[config.mk]
export PLATFORM = sky130hd
export DESIGN_NAME = tone_sequencer
export DESIGN_NICKNAME = d
export VERILOG_FILES = /design/src/rtl/tone_sequencer.sv
export SDC_FILE = /design/constraint.sdc
export NUM_CORES = 1
export LEC_CHECK = 0
export ABC_AREA = 1
export CORE_ASPECT_RATIO = 1.1
export CORE_MARGIN = 2
export CORE_UTILIZATION = 62
export CTS_BUF_LIST = sky130_fd_sc_hd__clkbuf_8
export CTS_CLUSTER_SIZE = 40
export DETAILED_ROUTE_END_ITERATION = 10
export HOLD_SLACK_MARGIN = 0.02
export PLACE_DENSITY = 0.88
export SYNTH_ARGS = -nofsm -noshare
export SYNTH_HDL_FRONTEND = slang
export SYNTH_SLANG_ARGS = --single-unit
[constraint.sdc]
create_clock -name CLOCK_50 -period 6.4 [get_ports CLOCK_50]
set_clock_uncertainty 0.2 [all_clocks]
set_input_delay 0.64 -clock CLOCK_50 [delete_from_list [all_inputs] [get_ports CLOCK_50]]
set_output_delay 0.64 -clock CLOCK_50 [all_outputs]
set_load 0.05 [all_outputs]
[src/rtl/tone_sequencer.sv]
// Multi-voice square-wave tone sequencer: plays a note table from a synchronous
// ROM and streams the mixed, saturated, attenuated sample to Audio_Controller.
module tone_sequencer #(
  parameter int NUM_VOICES = 2,
  parameter int ADDR_W     = 10,
  parameter int PERIOD_W   = 19,
  parameter int DUR_W      = 8,
  parameter int TICK_DIV   = 50000,
  parameter int SAMPLE_W   = 32,
  parameter int AMP        = 10000000
) (
  input  logic                               CLOCK_50,
  input  logic                               resetn,
  input  logic                               start,
  input  logic                               stop,
  input  logic                               loop_en,
  input  logic [2:0]                         vol,
  output logic [ADDR_W-1:0]                  rom_addr,
  input  logic [NUM_VOICES*PERIOD_W+DUR_W-1:0] rom_data,
  input  logic                               audio_out_allowed,
  output logic                               write_audio_out,
  output logic [SAMPLE_W-1:0]                left_channel_audio_out,
  output logic [SAMPLE_W-1:0]                right_channel_audio_out,
  output logic                               busy,
  output logic                               done
);

  // state | meaning
  // IDLE  | waiting for start
  // FETCH | rom_addr presented to the table ROM
  // LOAD  | table word valid; decode marker or load voices
  // PLAY  | voices running, duration ticking down
  // DONE  | one-cycle done pulse before IDLE
  typedef enum logic [2:0] {S_IDLE, S_FETCH, S_LOAD, S_PLAY, S_DONE} state_t;

  localparam int SUM_W = SAMPLE_W + $clog2(NUM_VOICES);
  localparam int PRE_W = $clog2(TICK_DIV);
  localparam logic signed [SUM_W-1:0] AMP_P   = SUM_W'(longint'(AMP));
  localparam logic signed [SUM_W-1:0] SAT_MAX = SUM_W'((longint'(1) << (SAMPLE_W-1)) - longint'(1));
  localparam logic signed [SUM_W-1:0] SAT_MIN = -SAT_MAX;

  state_t                  state_q;
  logic [PERIOD_W-1:0]     period_q  [NUM_VOICES];
  logic [PERIOD_W-1:0]     counter_q [NUM_VOICES];
  logic [NUM_VOICES-1:0]   phase_q;
  logic [DUR_W-1:0]        remaining_q;
  logic [PRE_W-1:0]        pre_q;
  logic [SAMPLE_W-1:0]     sample_q;
  logic                    busy_q;
  logic                    done_q;

  logic signed [SUM_W-1:0] mix_sum;
  logic signed [SUM_W-1:0] mix_sat;
  logic [SAMPLE_W-1:0]     mix_out;
  logic                    tick;
  logic                    note_end;

  assign tick     = (pre_q == PRE_W'(TICK_DIV - 1));
  assign note_end = tick && (remaining_q == DUR_W'(1));

  always_comb begin
    mix_sum = '0;
    for (int v = 0; v < NUM_VOICES; v++) begin
      if (period_q[v] != '0)
        mix_sum = mix_sum + (phase_q[v] ? AMP_P : -AMP_P);
    end
    if (mix_sum > SAT_MAX)
      mix_sat = SAT_MAX;
    else if (mix_sum < SAT_MIN)
      mix_sat = SAT_MIN;
    else
      mix_sat = mix_sum;
    mix_out = SAMPLE_W'(mix_sat >>> vol);
  end

  always_ff @(posedge CLOCK_50 or negedge resetn) begin
    if (!resetn) begin
      state_q     <= S_IDLE;
      rom_addr    <= '0;
      remaining_q <= '0;
      pre_q       <= '0;
      sample_q    <= '0;
      busy_q      <= 1'b0;
      done_q      <= 1'b0;
      phase_q     <= '0;
      for (int v = 0; v < NUM_VOICES; v++) begin
        period_q[v]  <= '0;
        counter_q[v] <= '0;
      end
    end else if (stop) begin
      state_q     <= S_IDLE;
      remaining_q <= '0;
      pre_q       <= '0;
      sample_q    <= '0;
      busy_q      <= 1'b0;
      done_q      <= 1'b0;
      phase_q     <= '0;
      for (int v = 0; v < NUM_VOICES; v++) begin
        period_q[v]  <= '0;
        counter_q[v] <= '0;
      end
    end else begin
      done_q   <= 1'b0;
      sample_q <= '0;
      unique case (state_q)
        S_IDLE: begin
          if (start) begin
            rom_addr <= '0;
            busy_q   <= 1'b1;
            state_q  <= S_FETCH;
          end
        end
        S_FETCH: state_q <= S_LOAD;
        S_LOAD: begin
          if (rom_data[DUR_W-1:0] == '0) begin
            if (loop_en) begin
              rom_addr <= '0;
              state_q  <= S_FETCH;
            end else begin
              busy_q  <= 1'b0;
              done_q  <= 1'b1;
              state_q <= S_DONE;
            end
          end else begin
            for (int v = 0; v < NUM_VOICES; v++) begin
              period_q[v]  <= rom_data[DUR_W + v*PERIOD_W +: PERIOD_W];
              counter_q[v] <= '0;
            end
            phase_q     <= '1;
            remaining_q <= rom_data[DUR_W-1:0];
            pre_q       <= '0;
            state_q     <= S_PLAY;
          end
        end
        S_PLAY: begin
          for (int v = 0; v < NUM_VOICES; v++) begin
            if (period_q[v] != '0) begin
              if (counter_q[v] == period_q[v] - PERIOD_W'(1)) begin
                counter_q[v] <= '0;
                phase_q[v]   <= ~phase_q[v];
              end else begin
                counter_q[v] <= counter_q[v] + PERIOD_W'(1);
              end
            end
          end
          pre_q <= tick ? '0 : pre_q + PRE_W'(1);
          if (tick)
            remaining_q <= remaining_q - DUR_W'(1);
          // The register stays zero in every non-PLAY cycle, including the FETCH after a note.
          if (note_end) begin
            rom_addr <= rom_addr + ADDR_W'(1);
            state_q  <= S_FETCH;
          end else begin
            sample_q <= mix_out;
          end
        end
        S_DONE: state_q <= S_IDLE;
        default: state_q <= S_IDLE;
      endcase
    end
  end

  assign write_audio_out         = audio_out_allowed & (state_q == S_PLAY);
  assign left_channel_audio_out  = sample_q;
  assign right_channel_audio_out = sample_q;
  assign busy                    = busy_q;
  assign done                    = done_q;

endmodule

* Yosys cells after proc, flatten, opt, wreduce, memory -nomap -nowiden *
Index checks and enable logic that the tools add are counted.

storage, ports and cells
  bits in registers = 149
  latch bits = 0
  memory bits (writable) = 0
  ROM bits = 0
  bits of input ports = 55
  output and inout bits = 77
  logic and storage cells = 123
  memories kept = 0

cells by class
  $add $sub $neg = 8
  multipliers = 0
  div/mod/pow operators = 0
  $lt $le $gt $ge = 2
  equality and inequality tests = 22
  shift operators = 1
  muxes and demuxes = 54
  bitwise operators = 4
  reduce and logical (&&, ||, !) cells = 19

operators with widths
  operator                                                         number
  2-to-1 mux 33 bit                                                6
  2-to-1 mux 38 bit                                                5
  2-to-1 mux 32 bit                                                3
  2-to-1 mux 19 bit                                                4
  one-hot mux 38 bit (2 select lines)                              1
  2-to-1 mux 16 bit                                                3
  2-to-1 mux 10 bit                                                4
  adder 19 x 1 -> 19 bit, second input constant                    2
  == test 19 bit                                                   2
  nonzero test 19 bit                                              2
  subtractor 19 x 1 -> 19 bit, second input constant               2
  adder 33 bit                                                     1
  greater-than comparator 33 x 32 -> 1 bit, second input constant  1
  less-than comparator 33 x 32 -> 1 bit, second input constant     1
  >>> shifter 33 x 3 -> 32 bit                                     1
  one-hot mux 16 bit (2 select lines)                              1
  != test 3 bit, second input constant                             10
  one-hot mux 10 bit (3 select lines)                              1
  2-to-1 mux 8 bit                                                 3
  adder 16 x 1 -> 16 bit, second input constant                    1
  == test 16 bit, second input constant                            1
  one-hot mux 8 bit (2 select lines)                               1
  2-to-1 mux 3 bit                                                 5
  2-to-1 mux 1 bit                                                 12
  21 further kinds                                                 37

* Depth between registers and ports, before layout *
Gate-level depths: netlist (run 1).

  depth after elaboration = 11
  depth in mapped cells = 27
  mapped depth without buffers = 26

* Worst setup path before layout (run 1) *
Ideal clock, no wire load.

  kind = reg-to-reg
  from = register period_q[19] in the netlist's numbering
  to = register sample_q[25], in the netlist left_channel_audio_out[25]
  library setup time = 71 ps
  arrival = 3,548 ps
  data required time = 6,129 ps
  setup slack = 2,580 ps
  cell stages (with the launch flop) = 26
  buffers on the path = 1
  period minus slack after synthesis = 3,820 ps
  cell sequence = dfrtp_1 > inv_1 > ha_1 > nand3_1 > inv_1 > nand3_4 > nand2_2 > inv_1 > ha_1 > buf_2 > nand2_1 > nor2_1 > nor2_2 > nand3_1 > nand2_1 > nand2_1 > nand2_2 > nand3_1 > ha_1 > a21oi_2 > nand2_1 > nand3_2 > nand3_1 > nand2_1 > nor2_1 > nor2_1

between the ends
  word-level cells in the longest chain between the ends = 11
  elaborated cells on any way between the ends = 12
  those cells by class = 1 x add/sub; 2 x order compare; 1 x shift; 7 x mux; 1 x reduce/logical

ends and longest elaborated chain
  element                                line  RTL
  from (decl)                            43    logic [PERIOD_W-1:0] period_q [NUM_VOICES];
  from (signal, indexed assignment)      126   period_q[v] <= rom_data[DUR_W + v*PERIOD_W +: PERIOD_W];
  nonzero test 19 bit *                  64    if (period_q[v] != '0)
  2-to-1 mux 33 bit *                    64
  adder 33 bit                           65    mix_sum = mix_sum + (phase_q[v] ? AMP_P : -AMP_P);
  2-to-1 mux 33 bit *                    64
  less-than comparator 33 x 32 -> 1 bit  69    else if (mix_sum < SAT_MIN)
  2-to-1 mux 33 bit                      69
  2-to-1 mux 33 bit *                    67    if (mix_sum > SAT_MAX)
  >>> shifter 33 x 3 -> 32 bit *         73    mix_out = SAMPLE_W'(mix_sat >>> vol);
  2-to-1 mux 32 bit *                    150   if (note_end) begin
  2-to-1 mux 32 bit *                    105   unique case (state_q)
  2-to-1 mux 32 bit *                    90    end else if (stop) begin
  to (signal assigned)                   154   sample_q <= mix_out;
  to (decl)                              48    logic [SAMPLE_W-1:0] sample_q;

Mark *: on every way between the ends. The rest lies on a longest branch, timed or not.
A chain may end at the register's enable or synchronous reset.

* Worst setup path in the final report (run 1) *
Same ends and word-level chain as after synthesis.

==> results.ini, run 1 <==
[run_status]
outcome = complete, no violations

[timing]
fmax_mhz = 223
slew_headroom = 0.363
finalSetupViolCount = 0
layout_setup_ws_ps = 1920
holdWs_ps = 324
rsz0062_at_grt = no
worstMarginPinSlew_ps = 955
finalSetupTns_ps = 0
drv_slew = 0
hold_violations = 0
period_minus_slack_ps = 4480
period_share = 0.699

[clocking]
htreeDepth = 4
cts_max_path_buffers = 2
clk_pin_slew_worst_paths_ps = 90
clock_latency_ps = 470
cts.sinks = 149
cts-root-buf = clkbuf_8
ctsResizeCount = 0
cts_tree = built
cts_inserted_buffers = 17

[placed_design]
hpwl_um = 17800
place_congestion = 0.945
port_buffers = 131
place_ws_ps = 1990
dpl.cell_count = 1607

[logic_synthesis]
netlist_area_mm2 = 0.00993
avgSynthCellArea_um2 = 7.38
synth-seq-cells = 149
synth-edff-count = 0
synth_cells = 1346
synth_cell_types = 51
yosysTopAreaCellShare = 0.375
ys_top_cells_by_area = dfrtp_1, nand2_1, nand3_1
async_flop_share = 1.00
yosysSeqAreaShare = 0.375
yosysTopAreaCell = dfrtp_1
yosysMostFrequentCell = nand2_1
netlist_top_cells_count = nand2_1, nor2_1, dfrtp_1
synthFlopType = dfrtp_1
yosysWarnings = 0
synthesis.nets = 1417

[final_layout]
fin_util = 0.730
fill_cells = 1237
seq_area_mm2 = 0.00373
stdcell_count = 1638
multi_input_area_mm2 = 0.00532
drive_gt1_frac = 0.0800
diodes = 0
area_delta_synth_final_pct = 15.2
finalNetCount = 1498

[critical_path]
ff2ff_path_depth = 24
cp-end-kind = flip-flop
rr_endpoint = left_channel_audio_out[25]
start_kind = flip-flop
cp.required_ps = 6610
worstPathArrival_ps = 4680
crit_type = reg -> reg
cp_max_fo = 10
r2r_setup_slack_ps = 1920
r2r-start = period_q[19]

[floorplanning]
std_cell_rows = 48
pin_count = 132
dieWidth_um = 125
fp.dieH_um = 137
die_area_mm2 = 0.0171
core_mm2 = 0.0157
start_util = 0.634

[hold_path]
whs_path_depth = 2
hold_path.class = reg -> reg
hold_start = pre_q[1]
holdPathEnd = pre_q[1]

[power_and_ir_drop]
ir_worst_vdd_uv = 255
p_leak_uw = 0.00546
power_density_mw_per_mm2 = 395

[global_route]
grt_pass1_wl_um = 40400
grt_pass1_vias = 8749
gr-total-overflow = 0
grt_usage = 0.290
grt_max_degree = 82
grt_antenna_before_repair = 0

[detailed_routing]
wl_per_cell_um = 14.8
dr.pass1.iters = 5
drt-vias-per-instance = 5.64
ant_nets = 0
route.detailed.drc = 0
wirelength_um = 24200
vias = 9241
drt_iter0_markers = 773

[run]
cap_violations = 0

-- worst max-delay path by stage --
stage,cells past startpoint,slack (ps),to,startpoint
4_1_cts,24,1960,left_channel_audio_out[25],period_q[19]
2_1_floorplan,25,2580,left_channel_audio_out[25],period_q[19]
3_5_place_dp,24,1990,left_channel_audio_out[25],period_q[19]
6_report,24,1920,left_channel_audio_out[25],period_q[19]
3_3_place_gp,23,2160,left_channel_audio_out[25],period_q[27]
5_1_grt,24,1520,left_channel_audio_out[25],period_q[19]
-- power breakdown --
group	leakage (uW)	switching, uW	internal (uW)
clock	0.000195	362	346
combinational	0.00321	1860	885
sequential	0.00206	67.0	1000
-- stage by stage --
| stage | power (uW) | cell area (um2) |
|---|---|---|
| after CTS | 4490 | 11400 |
| final | 4530 | 11400 |
| after floorplan | 3310 | 9930 |
| after detailed placement | 3770 | 11100 |
| after global placement | 3720 | 11100 |
| after global routing | 4910 | 11400 |
-- repair_timing --
item / 4_1_cts / 5_1_grt
hold endpoints to repair: 1 / 0
endpoints found under the setup margin: 0 / 0
buffers inserted: 0 / 0
hold buffers: 1 / 0
-- final cells by class --
class                      count  area share
clock inverter                12      0.0101
inverter                     116      0.0380
clock buffer                  18      0.0216
tap                          200      0.0219
multi-input combinational   1007       0.465
timing repair buffer         136       0.118
sequential                   149       0.326
-- state kept, by name (all words and copies together) (netlist names) --
| register | flops |
|---|---|
| remaining_q | 8 |
| pre_q | 16 |
| left_channel_audio_out | 32 |
| rom_addr | 10 |
| period_q | 38 |
| busy | 1 |
| done | 1 |
| state_q | 3 |
| phase_q | 2 |
| counter_q | 38 |
-- critical path, stage by stage, from the launching register on --
cell and delay [ps]:
dfrtp_1 390, inv_1 140, ha_1 180, nand3_1 100
inv_1 130, nand3_4 130, nand2_2 150, inv_1 80
ha_1 400, nand2_1 160, nor2_1 80, nor2_2 190
nand3_1 110, nand2_1 70, nand2_1 80, nand2_2 120
nand3_1 130, ha_1 380, a21oi_2 270, nand2_1 190
nand3_2 180, nand3_1 210, nand2_1 180, nor2_1 50
nor2_1 130
-- cell usage in the layout, fill, tap and decap left out, drive strengths merged, types with 3 or more instances in the layout --
cell type / synthesis / final
a21oi: 56 / 56
a22oi: 4 / 4
a31oi: 3 / 3
buf: 55 / 5
clkbuf: 19 / 18
clkdlybuf4s50: 0 / 130
clkinv: 2 / 10
dfrtp: 149 / 149
ha: 14 / 14
inv: 114 / 115
nand2: 355 / 355
nand3: 166 / 166
nand3b: 6 / 6
nand4: 22 / 22
nor2: 175 / 175
nor3: 23 / 23
nor4: 5 / 5
o21ai: 56 / 56
o22ai: 9 / 9
o31ai: 4 / 4
or2: 7 / 7
xnor2: 19 / 19
xnor3: 5 / 5
xor2: 63 / 63
-- routing by layer --
| metal | global-route usage | wire [um] | vias up | part of all wire |
|---|---|---|---|---|
| li1 | - | - | 4503 | - |
| met1 | 0.358 | 10100 | 4345 | 0.41 |
| met2 | 0.514 | 12300 | 335 | 0.51 |
| met3 | 0.0536 | 1290 | 58 | 0.053 |
| met4 | 0.102 | 547 | 0 | 0.023 |
| met5 | 0 | 0 | - | 0 |
-- cells by family (layout without fill, tap and decap cells) --
family                   after synthesis  after routing  synth area share
AO/OA/AOI/OAI                        142            142            0.0790
adder cells (fa/ha/maj)               16             16            0.0217
multiplexers                           1              1           0.00101
buffers and inverters                190            282            0.0896
AND/OR/NAND/NOR                      761            761             0.350
XOR/XNOR                              87             87            0.0836
flip-flops                           149            149             0.375
(Power assumes the default switching activity.)
==> inputs of run 2 (changes only) <==
--- a/config.mk
+++ b/config.mk
@@ -8,12 +8,12 @@
 export ABC_AREA = 1
 export CORE_ASPECT_RATIO = 1.1
 export CORE_MARGIN = 2
-export CORE_UTILIZATION = 62
+export CORE_UTILIZATION = 52
 export CTS_BUF_LIST = sky130_fd_sc_hd__clkbuf_8
 export CTS_CLUSTER_SIZE = 40
 export DETAILED_ROUTE_END_ITERATION = 10
 export HOLD_SLACK_MARGIN = 0.02
-export PLACE_DENSITY = 0.88
+export PLACE_DENSITY = 0.79
 export SYNTH_ARGS = -nofsm -noshare
 export SYNTH_HDL_FRONTEND = slang
 export SYNTH_SLANG_ARGS = --single-unit
==> constraint.sdc (replaced) <==
create_clock -name CLOCK_50 -period 3.9 [get_ports CLOCK_50]
set_clock_uncertainty 0.2 [all_clocks]
set_input_delay 0.39 -clock CLOCK_50 [delete_from_list [all_inputs] [get_ports CLOCK_50]]
set_output_delay 0.39 -clock CLOCK_50 [all_outputs]
set_load 0.05 [all_outputs]
==> run 2 against run 1 <==
  * Clock power rose by 77%
  * Die area increased by 19%
  * Non-clock buffer count increased by 36
  * Global-route usage down 4.3 points
  * Critical path depth stayed put
  * Highest routed layer unchanged
  * Fmax up 21%
==> results.ini, run 2 (same netlist as run 1, synthesis figures left out) <==
[final_layout]
area_delta_synth_final_pct = 20.2  ; was 15.2%
layout_commonest_cell = nand2_1  ; unchanged
finalNetCount = 1534  ; was 1498
diodes = 0  ; unchanged
layout_common_cells = nand2_1, nor2_1, dfrtp_1  ; unchanged
drive_gt1_frac = 0.117  ; was 0.0800

[power_and_ir_drop]
switching_share = 0.489  ; was 0.506
p_total_uw = 8050  ; was 4530 uW
ir_worst_vdd_uv = 571  ; was 255 uV
power_density_mw_per_mm2 = 674  ; was 395 mW/mm2
power_frac_clock = 0.155  ; was 0.156
internal_power_uw = 4110  ; was 2230 uW
p_comb_frac = 0.629  ; was 0.607
switchingPower_uw = 3940  ; was 2290 uW
seqPwrFrac = 0.216  ; was 0.237
p_leak_uw = 0.00569  ; was 0.00546 uW

[run]
cap_violations = 0  ; unchanged

[critical_path]
ff2ff_path_depth = 24  ; unchanged
cpMostUsedCell = nand2_1  ; unchanged
cp-end-kind = flip-flop  ; unchanged
worstPathCellList = inv_2 -> nand2_1 -> nor2_2 -> nand3_4 -> nand2_2 -> inv_1 -> ha_1 -> nand2_2 -> nor2_1 -> nor2_2 -> nand3_1 -> nand2_1 -> nand2_1 -> nand2_2 -> nand3_2 -> ha_4 -> a21oi_4 -> buf_4 -> nand2_1 -> nand3_1 -> nand3_1 -> nand3_1 -> nand2_1 -> nor2_1  ; was inv_1 -> ha_1 -> nand3_1 -> inv_1 -> nand3_4 -> nand2_2 -> inv_1 -> ha_1 -> nand2_1 -> nor2_1 -> nor2_2 -> nand3_1 -> nand2_1 -> nand2_1 -> nand2_2 -> nand3_1 -> ha_1 -> a21oi_2 -> nand2_1 -> nand3_2 -> nand3_1 -> nand2_1 -> nor2_1 -> nor2_1
start_kind = flip-flop  ; unchanged
critPathSlowestCell = dfrtp_1  ; was ha_1
cp.required_ps = 4090  ; was 6610 ps
slowest_delay_ps = 400  ; about the same
crit_type = reg -> reg  ; unchanged
worstPathArrival_ps = 3880  ; was 4680 ps
cp_max_fo = 6  ; was 10

[clocking]
cts.sinks = 149  ; unchanged
cts_inserted_buffers = 17  ; unchanged
cts_tree = built  ; unchanged
cts-root-buf = clkbuf_8  ; unchanged
htreeDepth = 4  ; unchanged
cts_max_path_buffers = 2  ; unchanged
clock_latency_ps = 460  ; was 470 ps
clk_pin_slew_worst_paths_ps = 80  ; was 90 ps

[timing]
finalSetupViolCount = 0  ; unchanged
holdWs_ps = 259  ; was 324 ps
period_share = 0.947  ; was 0.699
fmax_mhz = 271  ; was 223 MHz
hold_violations = 0  ; unchanged
layout_setup_ws_ps = 208  ; was 1920 ps
worstMarginPinSlew_ps = 977  ; was 955 ps
period_minus_slack_ps = 3690  ; was 4480 ps
drv_slew = 0  ; unchanged
slew_headroom = 0.348  ; was 0.363

[floorplanning]
pin_count = 132  ; unchanged
start_util = 0.526  ; was 0.634
core_mm2 = 0.0189  ; was 0.0157 mm2
dieWidth_um = 136  ; was 125 um
std_cell_rows = 53  ; was 48
fp.dieH_um = 149  ; was 137 um
die_area_mm2 = 0.0202  ; was 0.0171 mm2

[placed_design]
place_ws_ps = -72.3  ; was 1990 ps
place_congestion = 0.945  ; about the same
hpwl_um = 18000  ; was 17800 um
port_buffers = 131  ; unchanged

[hold_path]
whs_path_depth = 3  ; was 2
hold_path.class = in -> reg  ; was reg -> reg

[run_status]
outcome = complete, no violations  ; unchanged

[global_route]
grt_usage = 0.247  ; was 0.290
gr-total-overflow = 0  ; unchanged
grt_antenna_before_repair = 0  ; unchanged
grt_max_degree = 82  ; unchanged
grt_pass1_vias = 8629  ; was 8749
grt_pass1_wl_um = 40400  ; about the same

[detailed_routing]
wl_per_cell_um = 14.0  ; was 14.8 um
drt_iter0_markers = 721  ; was 773
wirelength_um = 24200  ; about the same
vias = 9253  ; was 9241
ant_nets = 0  ; unchanged
drt-vias-per-instance = 5.38  ; was 5.64
route.detailed.drc = 0  ; unchanged
dr.pass1.iters = 6  ; was 5

## run 2: path summary, 6_finish.rpt
path	startpoint	endpoint	slack, ps
max in group asynchronous	resetn	counter_q[6]	2360
worst min register to register	busy	busy	320
min in group asynchronous	resetn	counter_q[26]	270
worst max register to register	period_q[21]	left_channel_audio_out[11]	210
worst max-delay path	period_q[21]	left_channel_audio_out[11]	210
worst min-delay path	rom_data[21]	period_q[32]	260
## run 2: critical path: cells and delay by family (launching register included)
kind / cells / cell delay [ps]
AO/OA/AOI/OAI: 1 / 170
adder cells (fa/ha/maj): 2 / 580
AND/OR/NAND/NOR: 18 / 1960
flip-flops: 1 / 400
buffers and inverters: 3 / 320
## run 2: per-stage QoR
stage / setup TNS [ps] / cells / utilization / area (um2)
floorplan: 0 / 1346 / - / 9930
global placement: 0 / 1685 / 0.602 / 11400
detailed placement: -263 / 1685 / 0.602 / 11400
CTS: 0 / 1716 / 0.626 / 11800
global route: -0.659 / 1721 / 0.632 / 11900
finish: 0 / 1721 / 0.632 / 11900
## run 2: metal layers
layer	part of all wire	global-route usage	routed length [um]	vias to the layer above
met4	0.024	0.0880	571	0
met3	0.052	0.0360	1260	43
met1	0.42	0.311	10100	4338
li1	-	-	-	4575
met5	0	0	0	-
met2	0.51	0.433	12300	297
## run 2: final cells by class
class                           instances  area, um2
Timing Repair Buffer                  172       1640
Multi-Input combinational cell       1007       5430
Tap cell                              247        309
Clock inverter                         10        133
Sequential cell                       149       3730
Clock buffer                           20        275
Inverter                              116        435
Fill cell                            1677       6960
## run 2: power by group through the flow
stage | clock network, uW | registers (uW) | logic [uW]
final | 1250 | 1740 | 5060
after global routing | 1340 | 1760 | 5610
after CTS | 1270 | 1740 | 4780
after detailed placement | 0 | 1770 | 4650
after global placement | 0 | 1770 | 4580
after floorplan | 0 | 1850 | 3580
## run 2: repair_timing
action | in CTS | in global routing
resized for setup | 6 | 21
hold buffers | 1 | 0
pin swaps | 0 | 5
setup endpoints to repair | 14 | 31
buffers inserted | 0 | 5
gates cloned | 0 | 0
hold endpoints to repair | 68 | 0
==> inputs of run 3 (changes only) <==
--- a/config.mk
+++ b/config.mk
@@ -6,7 +6,7 @@
 export NUM_CORES = 1
 export LEC_CHECK = 0
 export ABC_AREA = 1
-export CORE_ASPECT_RATIO = 1.1
+export CORE_ASPECT_RATIO = 0.8
 export CORE_MARGIN = 2
 export CORE_UTILIZATION = 52
 export CTS_BUF_LIST = sky130_fd_sc_hd__clkbuf_8
==> run 3 against run 2 <==
  * Critical path depth is 1 higher
  * Non-clock buffer count is 5 lower
  * Largest power group unchanged
  * Core utilization is 0.17 points higher
  * Global-route usage is 0.63 points higher
  * Highest routed layer unchanged
==> results.ini, run 3 (same netlist as run 1, synthesis figures left out) <==
[run_status]
outcome = complete, no violations  ; unchanged

[clocking]
clk_pin_slew_worst_paths_ps = 90  ; was 80 ps
cts_tree = built  ; unchanged
htreeDepth = 4  ; unchanged
cts-root-buf = clkbuf_8  ; unchanged
clock_latency_ps = 470  ; was 460 ps
cts_max_path_buffers = 2  ; unchanged
cts_inserted_buffers = 17  ; unchanged
cts.sinks = 149  ; unchanged

[timing]
fmax_mhz = 263  ; was 271 MHz
finalSetupViolCount = 0  ; unchanged
period_share = 0.974  ; was 0.947
worstMarginPinSlew_ps = 1020  ; was 977 ps
drv_slew = 0  ; unchanged
slew_headroom = 0.320  ; was 0.348
hold_violations = 0  ; unchanged
finalSetupTns_ps = 0  ; unchanged
period_minus_slack_ps = 3800  ; was 3690 ps

[critical_path]
cp_max_fo = 4  ; was 6
start_kind = flip-flop  ; unchanged
slowest_delay_ps = 440  ; was 400 ps
cp-end-kind = flip-flop  ; unchanged
cpMostUsedCell = nand2_2  ; was nand2_1
cp.required_ps = 4090  ; about the same
worstPathArrival_ps = 3990  ; was 3880 ps
crit_type = reg -> reg  ; unchanged
critPathSlowestCell = dfrtp_1  ; unchanged

[placed_design]
port_buffers = 131  ; unchanged
hpwl_um = 18000  ; about the same
place_congestion = 0.919  ; was 0.945
dpl.cell_count = 1686  ; was 1685

[global_route]
grt_usage = 0.253  ; was 0.247
grt_pass1_wl_um = 41200  ; was 40400 um
grt_antenna_before_repair = 0  ; unchanged
gr-total-overflow = 0  ; unchanged
grt_pass1_vias = 8622  ; was 8629
grt_max_degree = 75  ; was 82

[final_layout]
area_delta_synth_final_pct = 20.3  ; was 20.2%
stdcell_count = 1729  ; was 1721
layout_common_cells = nand2_1, nor2_1, dfrtp_1  ; unchanged
fill_cells = 1635  ; was 1677
finalNetCount = 1529  ; was 1534
layout_commonest_cell = nand2_1  ; unchanged
diodes = 0  ; unchanged
drive_gt1_frac = 0.122  ; was 0.117

[floorplanning]
pin_count = 132  ; unchanged
die_area_mm2 = 0.0202  ; about the same
core_mm2 = 0.0189  ; about the same
start_util = 0.527  ; was 0.526
dieWidth_um = 159  ; was 136 um
std_cell_rows = 45  ; was 53
fp.dieH_um = 128  ; was 149 um

[power_and_ir_drop]
p_leak_uw = 0.00565  ; was 0.00569 uW
power_density_mw_per_mm2 = 683  ; was 674 mW/mm2
ir_worst_vdd_uv = 557  ; was 571 uV

[detailed_routing]
dr.pass1.iters = 6  ; unchanged
ant_nets = 0  ; unchanged
drt-vias-per-instance = 5.34  ; was 5.38
wl_per_cell_um = 14.4  ; was 14.0 um
drt_iter0_markers = 744  ; was 721
route.detailed.drc = 0  ; unchanged
vias = 9230  ; was 9253
wirelength_um = 24900  ; was 24200 um

[run]
cap_violations = 0  ; unchanged

[hold_path]
hold_path.class = in -> async  ; was in -> reg

-- run 3: cell count changes in the layout (fill, tap and decap cells not counted), sizes merged --
| cell | previous run | this run |
|---|---|---|
| clkinv | 6 | 9 |
| bufinv | 3 | 2 |
| buf | 41 | 36 |
| clkbuf | 20 | 17 |
| clkinvlp | 1 | 2 |
| inv | 116 | 118 |
-- run 3: worst paths after layout --
check	start	endpoint	slack, ps	depth (start not counted)
worst min-delay path	resetn	left_channel_audio_out[22]	220	2
worst max register to register	period_q[28]	left_channel_audio_out[8]	100	25
max in group asynchronous	resetn	period_q[23]	2470	3
worst max-delay path	period_q[28]	left_channel_audio_out[8]	100	25
worst min register to register	busy	busy	300	2
min in group CLOCK_50	rom_data[37]	period_q[10]	250	3
-- run 3: area by class of cell --
class	instances	area (um2)	share of cell area
clock inverter	15	141	0.0118
tap	258	323	0.0270
inverter	116	435	0.0364
sequential	149	3730	0.312
clock buffer	17	234	0.0196
multi-input combinational	1007	5480	0.459
timing repair buffer	167	1600	0.134
-- run 3: through the flow --
step	worst slack (ps)	util	hold WS, ps	instance area, um2	total power, uW
floorplan	80.5	-	-106	9930	5430
global placement	127	0.600	134	11300	6360
detailed placement	-23.0	0.600	137	11300	6410
CTS	28.5	0.623	203	11800	7740
global route	-66.1	0.634	238	12000	8800
finish	103	0.634	221	12000	8160
-- run 3: critical path, delay by kind of cell (launching register included) --
| family | cells | cell delay [ps] |
|---|---|---|
| AND/OR/NAND/NOR | 19 | 1960 |
| AO/OA/AOI/OAI | 1 | 180 |
| flip-flops | 1 | 440 |
| buffers and inverters | 2 | 180 |
| adder cells (fa/ha/maj) | 3 | 760 |
-- run 3: what timing repair did --
action / 4_1_cts / 5_1_grt
hold buffers: 1 / 0
pin swaps: 0 / 15
setup buffers: 1 / 9
endpoints found under the hold margin: 42 / 0
gates resized for setup: 11 / 33
setup endpoints to repair: 16 / 32
-- run 3: power breakdown --
| part | internal [uW] | total (uW) | switching (uW) |
|---|---|---|---|
| clock network | 560 | 1190 | 627 |
| logic | 1850 | 5210 | 3370 |
| registers | 1650 | 1760 | 112 |
| total | 4060 | 8160 | 4110 |
-- run 3: routing by layer --
layer  up-vias  track usage  share of wire
met5         -            0              0
met4         0       0.0705          0.014
met3        33       0.0512          0.055
met2       273        0.392           0.46
met1      4357        0.364           0.47
li1       4567            -              -
